===== src/rtl/parking_sensor_conditioner.sv =====
// Synchronises and debounces entry/exit loop detectors, queues one event per direction, and arbitrates them into spaced single-cycle pulses.
// Optional full-lot gating is enabled by defining PSC_FULL_GATE_EN.
module parking_sensor_conditioner #(
  parameter int DB_CYCLES = 4,
  parameter int HOLDOFF   = 2
) (
  input  logic       clk,
  input  logic       reset_n,
  input  logic       entry_raw,
  input  logic       exit_raw,
  input  logic [1:0] exit_slot_raw,
  input  logic       full_light,
  output logic       entry_sensor,
  output logic       exit_sensor,
  output logic [1:0] exit_location,
  output logic       entry_rejected,
  output logic       overrun
);

  localparam logic [7:0] DB_LAST   = 8'(DB_CYCLES - 1);
  localparam logic [3:0] HOLD_LOAD = 4'(HOLDOFF - 1);

  typedef enum logic [1:0] {IDLE, ISSUE, HOLD} state_t;

  // Channel index 0 is entry, 1 is exit.
  logic [1:0]      raw_s1_q, raw_s2_q;
  logic [1:0]      slot_s1_q, slot_s2_q;
  logic [1:0]      stable_q, stable_d, prev_q;
  logic [1:0][7:0] db_cnt_q, db_cnt_d;
  logic [1:0]      rise, clr;
  logic [1:0]      pend_q, pend_d;
  logic [1:0]      slot_q, slot_d;
  logic            overrun_q, overrun_d;
  state_t          state_q, state_d;
  logic [3:0]      hold_q, hold_d;
  logic            sel_exit_q, sel_exit_d;
  logic            last_exit_q, last_exit_d;
  logic            ent_pulse_q, ent_pulse_d;
  logic            ext_pulse_q, ext_pulse_d;
  logic [1:0]      loc_q, loc_d;
  logic            rej_q, rej_d;
  logic            full_gate, pick_exit;

`ifdef PSC_FULL_GATE_EN
  assign full_gate = full_light;
`else
  logic unused_full;
  assign unused_full = full_light;
  assign full_gate   = 1'b0;
`endif

  always_comb begin
    stable_d = stable_q;
    db_cnt_d = '0;
    for (int i = 0; i < 2; i++) begin
      if (raw_s2_q[i] != stable_q[i]) begin
        if (db_cnt_q[i] == DB_LAST) stable_d[i] = raw_s2_q[i];
        else                        db_cnt_d[i] = db_cnt_q[i] + 8'd1;
      end
    end
  end

  assign rise = stable_q & ~prev_q;

  // A set coinciding with the clear of the same flag is a fresh event, not an overrun.
  always_comb begin
    pend_d    = (pend_q & ~clr) | rise;
    overrun_d = overrun_q | (|(rise & pend_q & ~clr));
    slot_d    = slot_q;
    if (rise[1] && !(pend_q[1] && !clr[1])) slot_d = slot_s2_q;
  end

  always_comb begin
    state_d     = state_q;
    hold_d      = hold_q;
    sel_exit_d  = sel_exit_q;
    last_exit_d = last_exit_q;
    clr         = 2'b00;
    ent_pulse_d = 1'b0;
    ext_pulse_d = 1'b0;
    loc_d       = loc_q;
    rej_d       = 1'b0;
    pick_exit   = pend_q[1];
    if (pend_q == 2'b11) pick_exit = full_gate | ~last_exit_q;
    case (state_q)
      IDLE: begin
        if (pend_q == 2'b01 && full_gate) begin
          clr[0] = 1'b1;
          rej_d  = 1'b1;
        end else if (pend_q != 2'b00) begin
          state_d     = ISSUE;
          sel_exit_d  = pick_exit;
          ent_pulse_d = ~pick_exit;
          ext_pulse_d = pick_exit;
          if (pick_exit) loc_d = slot_q;
        end
      end
      ISSUE: begin
        clr         = sel_exit_q ? 2'b10 : 2'b01;
        last_exit_d = sel_exit_q;
        // The IDLE cycle is the last of the HOLDOFF quiet cycles.
        if (HOLDOFF <= 1) begin
          state_d = IDLE;
        end else begin
          state_d = HOLD;
          hold_d  = HOLD_LOAD;
        end
      end
      HOLD: begin
        if (hold_q <= 4'd1) state_d = IDLE;
        else                hold_d  = hold_q - 4'd1;
      end
      default: state_d = IDLE;
    endcase
  end

  always_ff @(posedge clk) begin
    if (!reset_n) begin
      raw_s1_q    <= '0;
      raw_s2_q    <= '0;
      slot_s1_q   <= '0;
      slot_s2_q   <= '0;
      stable_q    <= '0;
      prev_q      <= '0;
      db_cnt_q    <= '0;
      pend_q      <= '0;
      slot_q      <= '0;
      overrun_q   <= 1'b0;
      state_q     <= IDLE;
      hold_q      <= '0;
      sel_exit_q  <= 1'b0;
      last_exit_q <= 1'b1;
      ent_pulse_q <= 1'b0;
      ext_pulse_q <= 1'b0;
      loc_q       <= '0;
      rej_q       <= 1'b0;
    end else begin
      raw_s1_q    <= {exit_raw, entry_raw};
      raw_s2_q    <= raw_s1_q;
      slot_s1_q   <= exit_slot_raw;
      slot_s2_q   <= slot_s1_q;
      stable_q    <= stable_d;
      prev_q      <= stable_q;
      db_cnt_q    <= db_cnt_d;
      pend_q      <= pend_d;
      slot_q      <= slot_d;
      overrun_q   <= overrun_d;
      state_q     <= state_d;
      hold_q      <= hold_d;
      sel_exit_q  <= sel_exit_d;
      last_exit_q <= last_exit_d;
      ent_pulse_q <= ent_pulse_d;
      ext_pulse_q <= ext_pulse_d;
      loc_q       <= loc_d;
      rej_q       <= rej_d;
    end
  end

  assign entry_sensor   = ent_pulse_q;
  assign exit_sensor    = ext_pulse_q;
  assign exit_location  = loc_q;
  assign entry_rejected = rej_q;
  assign overrun        = overrun_q;

endmodule


===== config.mk =====
export PLATFORM = sky130hd
export DESIGN_NAME = parking_sensor_conditioner
export DESIGN_NICKNAME = d
export VERILOG_FILES = /design/src/rtl/parking_sensor_conditioner.sv
export SDC_FILE = /design/constraint.sdc
export NUM_CORES = 1
export LEC_CHECK = 0
export CELL_PAD_IN_SITES_DETAIL_PLACEMENT = 1
export CELL_PAD_IN_SITES_GLOBAL_PLACEMENT = 1
export CORE_ASPECT_RATIO = 0.75
export CORE_MARGIN = 4
export CORE_UTILIZATION = 35
export CTS_BUF_LIST = sky130_fd_sc_hd__clkbuf_8
export CTS_CLUSTER_DIAMETER = 80
export DETAILED_ROUTE_END_ITERATION = 10
export PLACE_DENSITY = 0.65
export SLEW_MARGIN = 40
export SYNTH_ARGS = -nofsm -noshare
export SYNTH_HDL_FRONTEND = slang
export SYNTH_SLANG_ARGS = --single-unit

===== constraint.sdc =====
create_clock -name clk -period 1.6 [get_ports clk]
set_input_delay 0.4 -clock clk [delete_from_list [all_inputs] [get_ports clk]]
set_output_delay 0.4 -clock clk [all_outputs]
set_load 0.05 [all_outputs]

### Word level (Yosys, flattened, before mapping)

Index checks and enable logic that the tools add are counted.

* bits of input ports: 7
* output and inout port bits: 6
* word-level logic and storage cells: 72
* register bits after elaboration: 45

* equality and inequality tests: 10
* reductions and logical operators: 17
* bitwise logic cells: 13
* add/subtract/negate cells: 3
* $lt $le $gt $ge: 1
* multiplexer cells: 9

Operators with widths (count)
* adder 8 x 1 -> 8 bit, second input constant: 2
* == test 8 x 2 -> 1 bit, second input constant: 2
* AND reduction 2 bit: 5
* AND 2 bit: 4
* case mux 4 bit (2 select lines): 1
* two-way mux 2 bit: 3
* inequality test 2 bit, second input constant: 3
* case mux 2 bit (3 select lines): 1
* AND reduction 3 bit: 2
* OR reduction 3 bit: 2
* NOT 1 bit: 5
* == test 2 bit, second input constant: 2
* <= comparator 4 x 1 -> 1 bit, second input constant: 1
* two-way mux 4 bit: 1
* NOT 2 bit: 2
* nonzero test 2 bit: 2
* subtractor 4 x 1 -> 4 bit, second input constant: 1
* two-way mux 1 bit: 3
* == test 2 x 1 -> 1 bit, second input constant: 1
* logical AND 1 bit: 2
* logical NOT 1 bit: 2
* logical NOT 2 bit: 1
* inequality test 1 bit: 2
* bitwise OR 2 bit: 1
* 2 further kinds: 2

### Longest topological paths before layout

Gate-level depths: netlist of run 1.

* depth after elaboration: 6
* gate-level depth with buffers: 6
* mapped depth without buffers: 6

### Least setup slack after synthesis of run 1

No wires, ideal clock.

* path type: reg2reg
* start point: register hold_q[0]
* end point: register hold_q[1]
* clock period less this slack: 1.346 ns
* arrival time: 1.232 ns
* stages on the path, launching flop included: 7
* path buffers: 0
* library setup time: 0.115 ns
* data required time: 1.485 ns
* slack: 0.254 ns
* cells stage by stage: dfxtp_1 -> inv_1 -> ha_1 -> nor2_1 -> o311ai_4 -> and3_1 -> o21a_1

* word-level cells in the longest chain between the ends: 3
* elaborated cells between the ends (all ways): 6
* those cells by class: add/sub (1); order compare (1); eq/ne (1); mux (2); reduce/logical (1)

RTL lines
* start, declared: RTL line 35 `logic [3:0] hold_q, hold_d;`
* start signal, assigned: RTL line 149 `hold_q <= hold_d;`
* subtractor 4 x 1 -> 4 bit / <= comparator 4 x 1 -> 1 bit (equally long branches): RTL line 111, 110
* two-way mux 4 bit / inequality test 2 bit (equally long branches)
* case mux 4 bit (2 select lines) / AND reduction 2 bit (equally long branches)

Several ways; a longest one is shown, not always the timed one. The select of a mux whose other input is x is not followed.
A chain may end at the register's enable or synchronous reset.

### Worst setup path after layout of run 1

Ends and elaborated chain as after synthesis.

==> results.md, run 1 <==
- The run finished with clean final reports.
- The post-cts sizing count is 0.
- In the post-synthesis netlist, the cell with the most instances is sky130_fd_sc_hd__dfxtp_1.
- Overall power consumption after layout is estimated at 2.05 mW.
- The post-detailed-placement half-perimeter wirelength is 2.54 mm.
- The power per cell area is 982 nW/um2.
- The final setup TNS is 0 ns.
- The via count of the first global-routing pass is 1,308.
- The number of diodes is 0.
- The critical path launch point type is a flop.
- The starting density of the core is 37.6%.
- After routing the design area is 2080 um2.
- The placeable core region is 4650 um2.
- The endpoint of the worst register-to-register path is hold_q[1]$_SDFFE_PN0P_.
- The sequential-to-total area share from yosys stat is 51.6%.
- Summing all multi-input logic gate instances after layout gives 803 um2.
- The first global-routing pass estimated 6.21 mm of wire.
- The startpoint of the worst register-to-register path is hold_q[0]$_SDFFE_PN0P_.
- The post-CTS clock slew at the launch and capture registers of the worst setup and hold paths is 0.09 ns.
- Counting flops with an async set or reset pin after synthesis yields a share of 0%.
- The I/O pin total is 13.
- Across the VDD grid, the largest voltage drop is 0.368 mV.
- The root buffer cell chosen for the clock tree is sky130_fd_sc_hd__clkbuf_8.
- The placed instance area is 1970 um2.
- The number of DRC violations after detailed-routing iteration 0 is 42.
- The area occupied by registers is 901 um2.
- The detailed-routing iteration count for the pre-antenna-repair pass is 4.
- The worst setup path is of the reg -> reg kind.
- The worst setup path startpoint is hold_q[0]$_SDFFE_PN0P_.
- The biggest area contributor in the post-synthesis netlist is sky130_fd_sc_hd__dfxtp_1.
- The worst setup path is captured at a flop.
- The initial antenna violation count was 0.
- Post-CTS timing repair inserted 0 buffers for setup.
- In the routed layout, each cell is associated on average with a via count of 4.99.
- During synthesis, Yosys emitted a total of 0 warnings.
- The clock drives 45 sinks.
- By area the synthesized netlist is led by sky130_fd_sc_hd__dfxtp_1, sky130_fd_sc_hd__nor2_1, sky130_fd_sc_hd__nand3_1.
- Setup repair after global routing left no endpoint under its margin.
- The setup check on the worst reg-to-reg path leaves a slack of 0.14 ns.
- The residual antenna-violating net count after detailed routing is 0.
- The pin count of the biggest net entering global routing is 34.
- The floorplan die height is 69.2 um.
- The reported max-cap violation count is 0.
- Yosys mapped a number of flops with a built-in enable equal to 0.
- The register bit total from synthesis is 45.
- For this block, the routed nets add up to 3.51 mm of wire.
- Ranked by instance count, the synthesized netlist is headed by sky130_fd_sc_hd__dfxtp_1, sky130_fd_sc_hd__nor2_1, sky130_fd_sc_hd__nand3_1.
- From synthesis to final layout, the design area changed by 19.3%.
- The leakage power is 0.765 nW.
- The instance count of the mapped netlist is 182.
- The endpoint of the worst setup timing path is hold_q[1]$_SDFFE_PN0P_.
- The min-delay analysis places its worst path in the category reg -> reg.
- The number of buffers created by CTS is 5.
- The clock latency on the worst-skew pair is 0.29 ns.
- For this run, the top clock speed supported by timing is 686 MHz.
- The number of cells traversed by the worst register-to-register path is 6.
- For this run, design rule violations remaining after detail routing come to 0.
- The number of nets in the synthesized netlist is 193.
- The total count of max-transition violations in the final report came to 0.
- The hold violation total from the final report came to 0.
- The clock tree synthesis step divided the H-tree into 2 levels.
- Counting distinct cell types in the post-synthesis netlist gives 36.
- For this run, the leading register cell type out of synthesis is sky130_fd_sc_hd__dfxtp_1.
- The average detailed-routed wire length per instance is 13.8 um.
- The number of buffers on the longest clock path is 2.
- The die boundary width is 89.6 um.
- Dividing the synthesized area by the synthesized cell count gives 9.60 um2.
- The number of hold buffers added after CTS was 0.
- The worst setup slack after layout is 0.143 ns.
- The top-area cell type share of the netlist area is 51.6%.
- The final layout contains 207 nets.
- The remaining global-route overflow is 0.
- Along the worst path, the maximum fanout reaches 7.
- The die covers 6200 um2.
- The count of final setup violators is 0.
- The final weighted congestion in routability-driven placement is 0.790.
- On the final layout, the worst clock skew is 0.00392 ns.
- The worst path uses 91.1% of the clock period.
- Data on the critical path arrives at its endpoint at 1.65 ns.
- The overall routing resource usage is 12.6%.
- The minimum clock period is 1.46 ns.
- The number of buffer cells added on primary ports is 10.
- The clock tree from TritonCTS is yes.
- Of the cells placed in the final design, the portion with a size suffix greater than 1 is 10.2%.
- After filler insertion, the fill cell instance count of the layout stands at 516.
- Prior to clock tree synthesis, the placed netlist has a worst setup slack of 0.0700 ns.
- The required time at the worst-slack endpoint is 1.80 ns.
- Summing every instance area after synthesis gives 1750 um2.
- Detailed routing inserted a total of 1,267 vias.
- The number of placement rows is 21.
## sequential cells by signal (all words and copies together) (netlist names)
signal / count
exit_location: 2
raw_s2_q: 2
slot_q: 2
state_q: 2
entry_sensor: 1
last_exit_q: 1
overrun: 1
sel_exit_q: 1
exit_sensor: 1
stable_q: 2
slot_s1_q: 2
pend_q: 2
slot_s2_q: 2
prev_q: 2
raw_s1_q: 2
db_cnt_q: 16
hold_q: 4
## cells by family (layout without fill, tap and decap cells)
group | Yosys count | in the layout | synth area share, %
buffers and inverters | 10 | 25 | 2.44
muxes | 1 | 1 | 0.573
adders and majority gates | 4 | 4 | 2.87
xor gates and xnor gates | 15 | 15 | 7.52
AOI/OAI and AO/OA | 21 | 21 | 9.67
other | 1 | 1 | 0.215
DFF | 45 | 45 | 51.6
and+or+nand+nor | 85 | 85 | 25.1
## how the worst min path moves through the flow
stage,startpoint,end,depth (start not counted)
3_5_place_dp,raw_s1_q[1]$_SDFF_PN0_,raw_s2_q[1]$_SDFF_PN0_,1
6_report,raw_s1_q[1]$_SDFF_PN0_,raw_s2_q[1]$_SDFF_PN0_,1
3_3_place_gp,raw_s1_q[0]$_SDFF_PN0_,raw_s2_q[0]$_SDFF_PN0_,1
2_1_floorplan,raw_s1_q[0]$_SDFF_PN0_,raw_s2_q[0]$_SDFF_PN0_,1
4_1_cts,raw_s1_q[1]$_SDFF_PN0_,raw_s2_q[1]$_SDFF_PN0_,1
5_1_grt,raw_s1_q[0]$_SDFF_PN0_,raw_s2_q[0]$_SDFF_PN0_,1
## cells in the final DEF (no fill, tap or decap), types with 3 or more instances in the layout
| master | synthesis | routed |
|---|---|---|
| sky130_fd_sc_hd__a21boi_0 | 7 | 7 |
| sky130_fd_sc_hd__and2_1 | 11 | 11 |
| sky130_fd_sc_hd__and3_1 | 5 | 5 |
| sky130_fd_sc_hd__buf_12 | 0 | 6 |
| sky130_fd_sc_hd__clkbuf_8 | 0 | 5 |
| sky130_fd_sc_hd__clkdlybuf4s50_1 | 0 | 5 |
| sky130_fd_sc_hd__dfxtp_1 | 45 | 45 |
| sky130_fd_sc_hd__ha_1 | 4 | 4 |
| sky130_fd_sc_hd__inv_1 | 6 | 6 |
| sky130_fd_sc_hd__nand2_1 | 12 | 12 |
| sky130_fd_sc_hd__nand3_1 | 15 | 15 |
| sky130_fd_sc_hd__nand3b_1 | 3 | 3 |
| sky130_fd_sc_hd__nor2_1 | 26 | 26 |
| sky130_fd_sc_hd__o21ai_0 | 4 | 4 |
| sky130_fd_sc_hd__xnor2_1 | 7 | 7 |
| sky130_fd_sc_hd__xor2_1 | 8 | 8 |
## critical path, cell delays in order (launching register included)
cell and delay (ns):
sky130_fd_sc_hd__dfxtp_1 0.37, sky130_fd_sc_hd__inv_1 0.08, sky130_fd_sc_hd__ha_1 0.22, sky130_fd_sc_hd__nor2_1 0.19, sky130_fd_sc_hd__o311ai_4 0.14, sky130_fd_sc_hd__and3_1 0.21
sky130_fd_sc_hd__o21a_1 0.16
## layer usage
layer  GRT usage, %  wire (um)  vias to the layer above  share of wire [%]
li1               -          -                      633                  -
met1           17.1       1720                      607                 49
met2           18.7       1590                       18                 45
met3           3.68        111                        9                3.2
met4           4.79         82                        0                2.3
met5              0          0                        -                  0
## report_power, final
group          leakage [nW]  total [mW]  internal [mW]  switching (mW)
clock                0.0543       0.860          0.467           0.393
sequential            0.364        1.13           1.13         0.00502
combinational         0.347      0.0515         0.0257          0.0259
total                 0.765        2.05           1.62           0.423
## through the flow
step           hold slack (ns)  std cells  util [%]
3_3_place_gp             0.416        246      42.3
2_1_floorplan            0.412        182         -
4_1_cts                  0.442        254      44.8
5_1_grt                  0.472        254      44.8
6_report                 0.440        254      44.8
3_5_place_dp             0.422        246      42.3
## area by class of cell
class	instances	area share, %
sequential	45	43.2
tap	57	3.42
clock inverter	3	2.22
clock buffer	5	3.30
multi-input combinational	127	38.6
inverter	6	1.08
timing repair buffer	11	8.17
No activity file was read; power rests on OpenSTA's default activity.
==> inputs of run 2 (changes only) <==
--- a/config.mk
+++ b/config.mk
@@ -9,11 +9,11 @@
 export CELL_PAD_IN_SITES_GLOBAL_PLACEMENT = 1
 export CORE_ASPECT_RATIO = 0.75
 export CORE_MARGIN = 4
-export CORE_UTILIZATION = 35
+export CORE_UTILIZATION = 30
 export CTS_BUF_LIST = sky130_fd_sc_hd__clkbuf_8
 export CTS_CLUSTER_DIAMETER = 80
 export DETAILED_ROUTE_END_ITERATION = 10
-export PLACE_DENSITY = 0.65
+export PLACE_DENSITY = 0.57
 export SLEW_MARGIN = 40
 export SYNTH_ARGS = -nofsm -noshare
 export SYNTH_HDL_FRONTEND = slang
==> results.md, run 2 (synthesis results as in run 1) <==
- Gates resized during post-CTS repair numbered 0.
- Detailed placement ended at an HPWL of 2.36 mm.
- The initial antenna violation count was 0.
- Entering global routing, the biggest net connects 34 pins.
- The first-pass GRT wire length is 5.80 mm.
- No sink is reached through more buffers than the 2 on the longest clock path.
- Leaving out fill and tap cells, the most frequent cells in the layout are sky130_fd_sc_hd__dfxtp_1, sky130_fd_sc_hd__nor2_1, sky130_fd_sc_hd__nand3_1, sky130_fd_sc_hd__nand2_1, sky130_fd_sc_hd__and2_1.
- The flip-flop count of the largest register after layout is 16.
- Counting tap cells, the placed design contains a total of 264 instances.
- Before antenna repair, the detailed router went through 4 iterations.
- STA puts the critical path data arrival time at 1.66 ns.
- The die covers 7120 um2.
- The number of nets in the finished design is 207.
- From synthesis to final layout, the design area changed by 19.9%.
- The final core area utilization is 38.1%.
- The hold violation total from the final report is 0.
- After routing the design area is 2090 um2.
- The number of buffer cells added on primary ports is 10.
- The smallest clock period supported by the final layout is computed as 1.47 ns.
- The slowest cell on the critical path is sky130_fd_sc_hd__dfxtp_1.
- Clock tree synthesis inserted a total of 5 buffers.
- The library cell used most frequently in the layout, excluding fill and tap cells, is sky130_fd_sc_hd__dfxtp_1.
- Power spread over the standard cell area amounts to 957 nW/um2.
- The critical path ends at hold_q[1]$_SDFFE_PN0P_.
- After layout, the worst path uses 91.6% of the clock period.
- The critical path capture point type is a flop.
- The startpoint identified for the worst hold timing path is raw_s1_q[1]$_SDFF_PN0_.
- The number of sinks handled by clock tree synthesis is 45.
- In this run the critical register-to-register path is captured at hold_q[1]$_SDFFE_PN0P_.
- The cell at the root of the clock tree is sky130_fd_sc_hd__clkbuf_8.
- The minimum setup slack after placement is 0.0613 ns.
- The post-CTS repair timing setup buffer count is 0.
- The kind of cell with the highest combined delay on the critical path is simple AND/OR/NAND/NOR gates.
- In this run the number of cells on the critical path is 6.
- The multi-input gate area in the final layout is 803 um2.
- The overall routing resource usage is 10.5%.
- The total count of max-transition violations in the final report was 0.
- The number of placement rows is 23.
- db_cnt_q holds more flip-flops than any other register.
- 0 antenna diodes ended up in the layout.
- The floorplan die height is 74.1 um.
- The number of cells traversed by the worst register-to-register path is 6.
- The final-layout fill cell count is 651.
- Hold is met by 0.440 ns.
- For this run, design rule violations remaining after detail routing come to 0.
- Setup repair after global routing left no endpoint under its margin.
- The count of nets left with antenna violations once routing finished came out at 0.
- For flop-to-flop paths, the worst setup slack is 0.13 ns.
- The run finished with clean final reports.
- The final setup TNS is 0 ns.
- The total via count in the routed design is 1,256.
- After clock tree synthesis, the flow added hold-fix buffers numbering 0.
- Total power for the finished layout comes to 2.00 mW.
- The post-CTS clock slew at the launch and capture registers of the worst setup and hold paths is 0.08 ns.
- Once placement finished, the instance area stood at 1990 um2.
- The final weighted congestion in routability-driven placement is 0.795.
- For this run, the number of standard cells in the final layout without fillers is 271.
- Using the TritonRoute via totals, the vias-per-cell ratio works out to 4.63.
- Registers take 901 um2.
- Global routing finished with a remaining overflow of 0.
- The I/O pin total is 13.
- The worst register-to-register path begins at hold_q[0]$_SDFFE_PN0P_.
- The post-route netlist has 9.69% of its cells at a drive strength greater than 1.
- Setup slack on the critical path of the routed design comes to 0.134 ns.
- The most critical setup path has its startpoint at hold_q[0]$_SDFFE_PN0P_.
- The die is 96.1 um wide.
- Setup violations remaining at the end of the flow were counted as 0.
- Counting both buffers and inverters, the worst setup path holds a total of 1.
- The first routing iteration left 34 violations.
- The via count of the first global-routing pass is 1,315.
- Across the VDD grid, the largest voltage drop is 0.322 mV.
- The clock tree from TritonCTS is yes.
- The timing-limited maximum frequency is 682 MHz.
- After detailed routing, the total wire length is 3.25 mm.
- At the later pin of the worst-skew pair, clock insertion delay measures 0.29 ns.
- The critical path launch point type is a flop.
- The clock tree skew after final layout is 0.00326 ns.
- The worst hold path belongs to the class reg -> reg.
- The leakage power is 0.765 nW.
- In this run the number of H-tree levels came out at 2.
- The average detailed-routed wire length per instance is 12.0 um.
- Along the worst path, the maximum fanout reaches 7.
- Max-cap violations in this run came to 0.
- STA puts the critical path data required time at 1.79 ns.
- The worst setup path is of the reg -> reg kind.
- The starting density of the core is 31.8%.
- The peak per-stage delay on the critical path is 0.37 ns.
- Walking the worst path, the cells encountered are inv_1 > ha_1 > nor2_1 > o311ai_4 > and3_1 > o21a_1.
- The placeable core region is 5500 um2.
- The largest registers in the layout are db_cnt_q x16, hold_q x4.
==> run 2: power breakdown <==
part           total (mW)  internal, mW  switching [mW]
combinational      0.0511        0.0257          0.0254
clock               0.819         0.454           0.365
sequential           1.13          1.13         0.00494
==> run 2: worst min-delay path by stage <==
stage | end | slack, ns | cells past startpoint
after floorplan | raw_s2_q[0]$_SDFF_PN0_ | 0.41 | 1
after global placement | raw_s2_q[1]$_SDFF_PN0_ | 0.42 | 1
after detailed placement | raw_s2_q[0]$_SDFF_PN0_ | 0.42 | 1
after CTS | raw_s2_q[0]$_SDFF_PN0_ | 0.44 | 1
after global routing | slot_s2_q[1]$_SDFF_PN0_ | 0.46 | 1
final | raw_s2_q[1]$_SDFF_PN0_ | 0.44 | 1
==> run 2: per-layer routing <==
layer	GRT usage (%)	wire length [um]	vias up
met1	13.0	1610	606
met5	0	0	-
met4	4.26	33	0
met3	3.54	125	4
li1	-	-	630
met2	16.8	1480	16
==> run 2: cell type report <==
cell class	count	area share [%]
repair buffers	11	8.12
flip-flops and latches	45	43.0
well taps	75	4.48
clock buffers	5	3.29
clock inverters	2	1.67
multi-input cells	127	38.4
inverters	6	1.08
==> run 2: worst reg2reg max path, cell delays in order (launching register included) <==
cell and delay [ns]:
sky130_fd_sc_hd__dfxtp_1 0.37, sky130_fd_sc_hd__inv_1 0.08, sky130_fd_sc_hd__ha_1 0.21, sky130_fd_sc_hd__nor2_1 0.19
sky130_fd_sc_hd__o311ai_4 0.15, sky130_fd_sc_hd__and3_1 0.22, sky130_fd_sc_hd__o21a_1 0.15
==> inputs of run 3 (changes only) <==
--- a/config.mk
+++ b/config.mk
@@ -8,7 +8,7 @@
 export CELL_PAD_IN_SITES_DETAIL_PLACEMENT = 1
 export CELL_PAD_IN_SITES_GLOBAL_PLACEMENT = 1
 export CORE_ASPECT_RATIO = 0.75
-export CORE_MARGIN = 4
+export CORE_MARGIN = 2
 export CORE_UTILIZATION = 30
 export CTS_BUF_LIST = sky130_fd_sc_hd__clkbuf_8
 export CTS_CLUSTER_DIAMETER = 80
==> results.md, run 3 (synthesis results as in run 1) <==
- The run finished with clean final reports.
- The critical path is of the reg -> reg type.
- The initial antenna violation count was 0.
- The biggest fanout along the worst timing path is 7.
- After detailed routing, the number of remaining DRC violations is 0.
- db_cnt_q holds more flip-flops than any other register.
- Counting instances, the worst hold path has a depth of 1.
- For this block, the initial DRC count from the detailed router was 22.
- STA classifies the critical path endpoint as a flop.
- The number of cells traversed by the worst register-to-register path is 6.
- The full die area is 6450 um2.
- The post-cts sizing count is 0.
- The initialized floorplan defines 24 standard-cell rows.
- The floorplan die height is 70.1 um.
- The via count of the first global-routing pass came to 1,247.
- The worst ir drop on vdd is 0.356 mV.
- The clock reaches the later pin of the worst-skew pair after 0.30 ns.
- After clock tree synthesis, the clock-pin slew on the worst setup and hold paths is 0.08 ns.
- From synthesis to final layout, the design area changed by 20.8%.
- The hold violation total from the final report came to 0.
- The leakage power is 0.774 nW.
- The minimum clock period is 1.45 ns.
- The count of nets left with antenna violations once routing finished came out at 0.
- Global routing consumed, over all layers together, 10.8% of the routing resources.
- The final-layout fill cell count is 662.
- The path with the worst hold slack has its endpoint at raw_s2_q[0]$_SDFF_PN0_.
- The reported max-cap violation count is 0.
- After layout, the worst path uses 90.5% of the clock period.
- The worst endpoint data arrival time is 1.64 ns.
- For this design the ratio of total power to cell area is 977 nW/um2.
- The total count of max-transition violations in the final report is 0.
- The most critical setup path has its startpoint at hold_q[0]$_SDFFE_PN0P_.
- The setup slack of the worst register-to-register path is 0.15 ns.
- The fraction of final layout cells sized beyond drive strength 1 is 9.64%.
- The initial utilization of the core area, before any placement, comes to 30.6%.
- The worst register-to-register path begins at hold_q[0]$_SDFFE_PN0P_.
- Clock tree synthesis inserted a total of 5 buffers.
- Setup total negative slack on the finished layout was measured at 0 ns.
- The clock tree from TritonCTS is yes.
- The flip-flop count of the largest register after layout is 16.
- The largest registers in the layout are db_cnt_q x16, hold_q x4.
- Leaving out fill and tap cells, the most frequent cells in the layout are sky130_fd_sc_hd__dfxtp_1, sky130_fd_sc_hd__nor2_1, sky130_fd_sc_hd__nand3_1, sky130_fd_sc_hd__nand2_1, sky130_fd_sc_hd__and2_1.
- The most common library cell in the layout ignoring fill and taps is sky130_fd_sc_hd__dfxtp_1.
- 0 antenna diodes ended up in the layout.
- The area occupied by registers is 901 um2.
- Dividing the detail-routed wire length by the instance count gives 11.6 um.
- In the routed layout, each cell is associated on average with a via count of 4.48.
- The multi-input gate area in the final layout is 803 um2.
- The I/O pin total is 13.
- The final weighted congestion in routability-driven placement is 0.721.
- The number of buffers on the longest clock path is 2.
- The first global-routing pass estimated 5.55 mm of wire.
- Entering global routing, the biggest net connects 34 pins.
- For the worst setup path, the data required time is 1.80 ns.
- Setup violations remaining at the end of the flow were counted as 0.
- The first detailed-routing pass ran for 5 iterations.
- The worst hold path startpoint is raw_s1_q[0]$_SDFF_PN0_.
- The number of nets in the finished design is 207.
- The clock tree skew after final layout is 0.00458 ns.
- The tree built by TritonCTS fans out to 45 sinks.
- The total via count in the routed design is 1,233.
- Setup repair after global routing left no endpoint under its margin.
- The number of hold buffers added after CTS is 0.
- CTS built an H-tree with a depth of 2.
- Detailed placement ended at an HPWL of 2.37 mm.
- The cell at the root of the clock tree is sky130_fd_sc_hd__clkbuf_8.
- The total detailed-routing wirelength is 3.19 mm.
- The timing-limited maximum frequency is 691 MHz.
- The total overflow left after global routing is 0.
- The path class of the tightest hold or removal check is reg -> reg.
- During placement, the flow inserted port buffers numbering 10.
- The worst register-to-register path ends at hold_q[1]$_SDFFE_PN0P_.
- The worst hold slack across all endpoints is 0.437 ns.
- The worst setup path is launched from a flop.
- The region available for standard cell placement spans 5710 um2.
- The post-CTS repair timing setup buffer count is 0.
- The die boundary width is 92.1 um.
==> run 3: worst max path at each step <==
stage | end | slack (ns) | depth (start not counted)
after floorplan | hold_q[1]$_SDFFE_PN0P_ | 0.25 | 6
after global placement | hold_q[3]$_SDFFE_PN0P_ | 0.11 | 5
after detailed placement | db_cnt_q[4]$_SDFF_PP0_ | 0.07 | 4
after CTS | hold_q[1]$_SDFFE_PN0P_ | 0.14 | 6
after global routing | hold_q[1]$_SDFFE_PN0P_ | 0.07 | 6
final | hold_q[1]$_SDFFE_PN0P_ | 0.15 | 6
==> run 3: layer usage <==
layer | vias up | part of all wire (%) | track usage [%]
met1 | 577 | 49 | 13.3
li1 | 633 | - | -
met5 | - | 0 | 0
met2 | 15 | 45 | 17.2
met4 | 0 | 2.3 | 5.47
met3 | 8 | 3.9 | 3.34
==> run 3: final cells by class <==
cell class | instances | area share (%)
clock buffer | 6 | 3.91
clock inverter | 2 | 1.60
inverter | 6 | 1.07
multi-input combinational | 127 | 38.1
sequential | 45 | 42.7
tap | 78 | 4.62
timing repair buffer | 11 | 8.06
==> run 3: critical path, stage by stage, from the launching register on <==
cell	delay [ns]
sky130_fd_sc_hd__dfxtp_1	0.36
sky130_fd_sc_hd__inv_1	0.08
sky130_fd_sc_hd__ha_1	0.21
sky130_fd_sc_hd__nor2_1	0.18
sky130_fd_sc_hd__o311ai_4	0.14
sky130_fd_sc_hd__and3_1	0.22
sky130_fd_sc_hd__o21a_1	0.16
==> run 3: per-stage QoR <==
stage	instance area, um2	setup slack [ns]	util [%]	power [mW]	instances
6_report	2110	0.153	37.0	2.06	275
5_1_grt	2110	0.0693	37.0	2.14	275
4_1_cts	2110	0.136	37.0	2.10	275
3_5_place_dp	1990	0.0689	35.0	1.21	267
3_3_place_gp	1990	0.106	35.0	1.21	267
2_1_floorplan	1750	0.254	-	1.19	182
==> run 3: where the power goes <==
group | internal, mW | leakage, nW | total (mW) | switching, mW
registers | 1.13 | 0.364 | 1.13 | 0.00524
logic | 0.0257 | 0.347 | 0.0510 | 0.0252
clock network | 0.503 | 0.0626 | 0.877 | 0.374
total | 1.66 | 0.774 | 2.06 | 0.405
